--- config.mk ---
export PLATFORM = sky130hd
export DESIGN_NAME = mem_req_ctrl
export DESIGN_NICKNAME = d
export VERILOG_FILES = /design/src/rtl/mem_req_ctrl_pkg.sv /design/src/rtl/mem_ctrl_fifo.sv /design/src/rtl/mem_req_ctrl.sv
export SDC_FILE = /design/constraint.sdc
export NUM_CORES = 1
export LEC_CHECK = 0
export ABC_AREA = 1
export CORE_AREA = 2 2 140 142
export DETAILED_ROUTE_END_ITERATION = 8
export DIE_AREA = 0 0 142 144
export DONT_BUFFER_PORTS = 1
export PLACE_DENSITY_LB_ADDON = 0.1
export SYNTH_ARGS = -nofsm -noshare
export SYNTH_HDL_FRONTEND = slang
export SYNTH_SLANG_ARGS = --single-unit
--- constraint.sdc ---
create_clock -name CLK -period 3.8 [get_ports CLK]
set_input_delay 0.76 -clock CLK [delete_from_list [all_inputs] [get_ports CLK]]
set_output_delay 0.76 -clock CLK [all_outputs]
set_load 0.01 [all_outputs]
--- src/rtl/mem_req_ctrl_pkg.sv ---
// Shared definitions for the memory request sequencer.
//   AW_DEF / DW_DEF        : default address and data widths of the word memory
//   REQ_DEPTH_DEF          : default request queue depth
//   RESP_DEPTH_DEF         : default read-response buffer depth
//   OP_READ / OP_WRITE     : request opcode, identical to the memory's RW encoding
package mem_req_ctrl_pkg;

    localparam int AW_DEF         = 8;
    localparam int DW_DEF         = 32;
    localparam int REQ_DEPTH_DEF  = 4;
    localparam int RESP_DEPTH_DEF = 2;

    localparam logic OP_READ  = 1'b0;
    localparam logic OP_WRITE = 1'b1;

endpackage

--- src/rtl/mem_ctrl_fifo.sv ---
// Generic synchronous FIFO with registered occupancy count.
//   CLK, RESET : clock, asynchronous active-high reset (clears pointers/count)
//   push/wdata : write side; a push into a full FIFO is dropped unless
//                PUSH_WHEN_FULL_POP is set and a pop happens on the same edge
//   pop/rdata  : read side; rdata is the current head (not valid when empty)
//   full/empty/count : status derived from the registered count only
module mem_ctrl_fifo #(
    parameter int DEPTH              = 4,
    parameter int W                  = 8,
    parameter bit PUSH_WHEN_FULL_POP = 1'b0
) (
    input  logic                   CLK,
    input  logic                   RESET,
    input  logic                   push,
    input  logic [W-1:0]           wdata,
    input  logic                   pop,
    output logic [W-1:0]           rdata,
    output logic                   full,
    output logic                   empty,
    output logic [$clog2(DEPTH):0] count
);

    localparam int PW = $clog2(DEPTH);
    localparam int CW = PW + 1;

    logic [PW-1:0] wr_ptr_q, wr_ptr_d;
    logic [PW-1:0] rd_ptr_q, rd_ptr_d;
    logic [CW-1:0] count_q, count_d;
    logic [W-1:0]  storage [DEPTH];
    logic          do_push, do_pop;

    always_comb begin
        full    = (count_q == CW'(DEPTH));
        empty   = (count_q == '0);
        do_pop  = pop && !empty;
        do_push = push && (!full || (PUSH_WHEN_FULL_POP && do_pop));
        // DEPTH is a power of two, so pointers wrap on natural overflow.
        wr_ptr_d = wr_ptr_q + PW'(do_push);
        rd_ptr_d = rd_ptr_q + PW'(do_pop);
        count_d  = count_q + CW'(do_push) - CW'(do_pop);
    end

    always_ff @(posedge CLK or posedge RESET) begin
        if (RESET) begin
            wr_ptr_q <= '0;
            rd_ptr_q <= '0;
            count_q  <= '0;
        end else begin
            wr_ptr_q <= wr_ptr_d;
            rd_ptr_q <= rd_ptr_d;
            count_q  <= count_d;
        end
    end

    // Storage carries data only; it needs no reset.
    always_ff @(posedge CLK) begin
        if (do_push) begin
            storage[wr_ptr_q] <= wdata;
        end
    end

    assign rdata = storage[rd_ptr_q];
    assign count = count_q;

endmodule

--- src/rtl/mem_req_ctrl.sv ---
// Request sequencer in front of the 32-bit word memory (1-cycle registered read).
//   CLK, RESET   : clock, asynchronous active-high reset (shared with the memory)
//   req_*        : client request queue (valid/ready, rw, addr, wdata)
//   resp_*       : in-order read responses (valid/ready, rdata)
//   mem_valid/mem_rw/mem_addr/mem_din : access issued to the memory this cycle
//   mem_dout     : memory read data, one cycle after a read issues
// At most one access issues per cycle, straight from the request queue head.
// Reads issue only when the response buffer is guaranteed room for the data.
module mem_req_ctrl
    import mem_req_ctrl_pkg::*;
#(
    parameter int AW         = AW_DEF,
    parameter int DW         = DW_DEF,
    parameter int REQ_DEPTH  = REQ_DEPTH_DEF,
    parameter int RESP_DEPTH = RESP_DEPTH_DEF
) (
    input  logic          CLK,
    input  logic          RESET,
    input  logic          req_valid,
    output logic          req_ready,
    input  logic          req_rw,
    input  logic [AW-1:0] req_addr,
    input  logic [DW-1:0] req_wdata,
    output logic          resp_valid,
    input  logic          resp_ready,
    output logic [DW-1:0] resp_rdata,
    output logic          mem_valid,
    output logic          mem_rw,
    output logic [AW-1:0] mem_addr,
    output logic [DW-1:0] mem_din,
    input  logic [DW-1:0] mem_dout
);

    localparam int RQW = 1 + AW + DW;
    // One bit wider than the response count so count + rd_pending cannot wrap.
    localparam int CRW = $clog2(RESP_DEPTH) + 2;

    logic [RQW-1:0]                 req_word, head_word;
    logic                           req_full, req_empty;
    logic [$clog2(REQ_DEPTH):0]     unused_req_count;
    logic                           head_rw;
    logic [AW-1:0]                  head_addr;
    logic [DW-1:0]                  head_wdata;

    logic                           resp_empty, unused_resp_full;
    logic [$clog2(RESP_DEPTH):0]    resp_count;
    logic                           resp_pop;

    logic                           rd_pending_q, rd_pending_d;
    logic [CRW-1:0]                 reads_owed;
    logic                           read_credit;
    logic                           issue;

    assign req_word   = {req_rw, req_addr, req_wdata};
    assign head_rw    = head_word[RQW-1];
    assign head_addr  = head_word[DW +: AW];
    assign head_wdata = head_word[DW-1:0];

    // Request queue: the FIFO drops pushes when full, so req_valid feeds it directly.
    mem_ctrl_fifo #(
        .DEPTH              (REQ_DEPTH),
        .W                  (RQW),
        .PUSH_WHEN_FULL_POP (1'b0)
    ) u_req_fifo (
        .CLK   (CLK),
        .RESET (RESET),
        .push  (req_valid),
        .wdata (req_word),
        .pop   (issue),
        .rdata (head_word),
        .full  (req_full),
        .empty (req_empty),
        .count (unused_req_count)
    );

    assign req_ready = !req_full;

    // Reads owed to the response buffer after this edge: what is buffered, plus
    // the read already at the memory, minus the entry the client takes now.
    always_comb begin
        reads_owed  = CRW'(resp_count) + CRW'(rd_pending_q) - CRW'(resp_pop);
        read_credit = (reads_owed < CRW'(RESP_DEPTH));
        issue       = !req_empty && ((head_rw == OP_WRITE) || read_credit);
    end

    // Idle memory outputs are forced to zero rather than showing the head.
    always_comb begin
        mem_valid = 1'b0;
        mem_rw    = 1'b0;
        mem_addr  = '0;
        mem_din   = '0;
        if (issue) begin
            mem_valid = 1'b1;
            mem_rw    = head_rw;
            mem_addr  = head_addr;
            mem_din   = head_wdata;
        end
    end

    // rd_pending marks the cycle in which mem_dout holds data for a read.
    always_comb begin
        rd_pending_d = issue && (head_rw == OP_READ);
    end

    always_ff @(posedge CLK or posedge RESET) begin
        if (RESET) begin
            rd_pending_q <= 1'b0;
        end else begin
            rd_pending_q <= rd_pending_d;
        end
    end

    assign resp_pop   = resp_valid && resp_ready;
    assign resp_valid = !resp_empty;

    // Credit accounting keeps this buffer from overflowing; push-on-full is
    // still allowed when the client pops on the same edge.
    mem_ctrl_fifo #(
        .DEPTH              (RESP_DEPTH),
        .W                  (DW),
        .PUSH_WHEN_FULL_POP (1'b1)
    ) u_resp_fifo (
        .CLK   (CLK),
        .RESET (RESET),
        .push  (rd_pending_q),
        .wdata (mem_dout),
        .pop   (resp_pop),
        .rdata (resp_rdata),
        .full  (unused_resp_full),
        .empty (resp_empty),
        .count (resp_count)
    );

endmodule

==> metrics <==
DPL Wire Length roughly 11,000 um; Sink Count 240; Cell Area, Synth between 10,000 and 15,000 sq um; Tot GR Track Use ~19%; final core utilization between 60% and 70%; share of the synthesized area in the top cell type around 67%; core area roughly 19,000 sq um; syn avg cell area roughly 11 sq um; worst r2r dst u_req_fifo.count[2]; Post-Layout Cell Count ~1,300; Final ANT Viol Nets 0; worst-margin pin slew slightly below 0.7 ns; largest stage delay on the critical path slightly above 0.5 ns; Seq pwr share between 30% and 40%; Port-buffer cells 0; max_slew headroom between 50% and 60%; Register-to-Register Path Depth 18; First-pass DRT Iterations 5; RSZ-0062 raised after global routing yes; share of layout cells above drive strength 1 between 10% and 20%; syn_nets about 1,000; DIE HEIGHT 144 um; Worst-Skew Late Latency roughly 0.50 ns; Hold Path Class input port to async pin; routed len/inst 15.7 um; Logic pwr share a little over two fifths; CP max FO 5; Worst Skew 0.00697 ns; R2R setup slack roughly 0.56 ns; post-synth top area cell edfxtp_1; DRT Wirelength between 15,000 and 20,000 um; final hold violations 0; worst-path cell chain inv_2 -> nand2_4 -> nand2_4 -> inv_2 -> ha_4 -> nor2_2 -> fa_1 -> nor2_2 -> nand3_4 -> clkbuf_16 -> buf_4 -> a21oi_2 -> buf_4; DRC 0; Final WS setup ~0.099 ns; WS Path Type register to primary output; switching pwr 4.00 mW; drt via density approximately 5.0; IO Pins between 150 and 200; sequential element share of the synthesized area 69.5%; fmax about 270 MHz; Critical Path RT 3.04 ns; WP data arrival between 2 and 3 ns; WP buf/inv 5; initial antenna violation count 0; pins over their slew limit 0; outcome finished, final reports clean; Ys Warns 0; Largest delay share family, worst path adder cells; final setup violation count 0; CTS tree built; Die ar. slightly above 20,000 sq um; global-route wire length before repair around 29,000 um; max-cap viol count 0; nets 1,097; total negative slack 0 ns; power share of the clock group 21.9%; Die X 142 um; crit start category register; VDD IR-drop max about 0.00053 V; leakage ~5.3 nW; pin count of the biggest net entering global routing between 50 and 60; vias in the first global route roughly 5,700; Period minus WS final around 3.7 ns; Netlist cell types 23; area grow syn2layout 15.5%; DR iter-0 viols about 350; Clock Tree Root clkbuf_16; worst hold slack between 0.15 and 0.2 ns; crit end category primary output; Starting Density between 50% and 60%; Placer Congestion 0.734; P per Cell Area 894 nW/um^2; P_int 6.62 mW; Vias between 6,000 and 7,000; cell row count a little over 50; # diodes 0; Place WS around 0.43 ns; slowest CP cell fa_1; final worst-path cycle share roughly 97%; placed insts approximately 1,200; Mapped Cells roughly 960; Yosys reg bits 240; CTS Hold Buffers Added 0; Synth area leaders edfxtp_1, nand2_1, inv_1; # H-tree levels 1; Sw Share 37.6%; Worst R2R Start u_resp_fifo.count[1]; clock tree buffer depth 3; CTS Buf Count 25; GR Overflow Total 0; clk slew on worst S/H paths about 0.060 ns
[cell type report]
type,instances,area [sq um]
Sequential cell,240,7150
Timing Repair Buffer,64,573
Clock buffer,32,652
Clock inverter,13,136
Multi-Input combinational cell,457,2240
Tap cell,238,298
Fill cell,1512,7200
Inverter,221,830
[flip-flops by register name, summed over array words and instances (netlist names)]
register / count
u_req_fifo.wr_ptr_q: 2
u_resp_fifo.count: 2
rd_pending_q: 1
u_req_fifo.count: 3
u_resp_fifo.storage: 64
u_resp_fifo.rd_ptr_q: 1
u_req_fifo.rd_ptr_q: 2
u_req_fifo.storage: 164
u_resp_fifo.wr_ptr_q: 1
[synthesized netlist by cell type (all sizes together)]
| cell | number |
|---|---|
| inv | 220 |
| a21oi | 41 |
| nor3 | 4 |
| buf | 27 |
| nor2 | 3 |
| xnor2 | 1 |
| xor2 | 5 |
| fa | 2 |
| a31oi | 1 |
| clkbuf | 14 |
| ha | 9 |
| nand2 | 305 |
| nand3 | 85 |
| dfrtp | 12 |
| clkinv | 1 |
| nand3b | 1 |
| edfxtp | 228 |
[per-stage QoR]
stage / cell area (sq um) / power, mW
after global placement: 10800 / 7.61
after CTS: 11600 / 10.1
after global routing: 11900 / 11.4
after detailed placement: 10800 / 7.67
after floorplan: 10300 / 6.41
final: 11900 / 10.6
[cell usage in the layout, fill, tap and decap left out, drive strengths merged, types with 3 or more instances in the layout]
cell type  synthesis  routed
nand3             85      85
inv              220     220
clkbuf            14      35
buf               27      61
clkinv             1      11
ha                 9       9
bufinv             0       3
dfrtp             12      12
a21oi             41      41
nand2            305     305
nor3               4       4
edfxtp           228     228
nor2               3       3
xor2               5       5
[power by group through the flow]
stage	clock [mW]	sequential, mW	combinational (mW)
6_report	2.33	3.65	4.64
5_1_grt	2.49	3.69	5.18
4_1_cts	2.39	3.65	4.03
3_5_place_dp	0	3.71	3.97
3_3_place_gp	0	3.69	3.92
2_1_floorplan	0	3.64	2.78
[per-layer routing]
| metal | wire, um | global-route usage (%) |
|---|---|---|
| met5 | 0 | 0 |
| met4 | 415 | 5.58 |
| met3 | 1380 | 4.64 |
| met2 | 9730 | 31.9 |
| met1 | 8340 | 23.4 |
[kinds of logic after synthesis]
kind of cell    Yosys count  share of synthesized area [%]
compound gates           42                           2.42
xor+xnor                  6                          0.511
fa+ha+maj                11                           1.48
buf+inv                 262                           10.2
flops                   240                           69.5
simple gates            398                           15.9
[timing repair]
action / CTS / global route
gates cloned: 0 / 3
buffers inserted: 0 / 9
endpoints found under the setup margin: 32 / 40
pin swaps: 0 / 7
gates resized for setup: 5 / 41
[worst max-delay path by stage]
stage                                    start                       end  slack [ns]  cells past startpoint
final                     u_resp_fifo.count[1]               mem_din[18]         0.1                     13
after global routing      u_resp_fifo.count[1]               mem_din[11]       -0.05                     13
after CTS                 u_resp_fifo.count[1]               mem_din[29]        0.01                     12
after detailed placement            resp_ready       u_req_fifo.count[2]        0.43                     15
after global placement              resp_ready       u_req_fifo.count[2]        0.46                     15
after floorplan                      req_valid  u_req_fifo.storage[0][0]       -0.37                      2
Power figures use the tool's default switching activity.
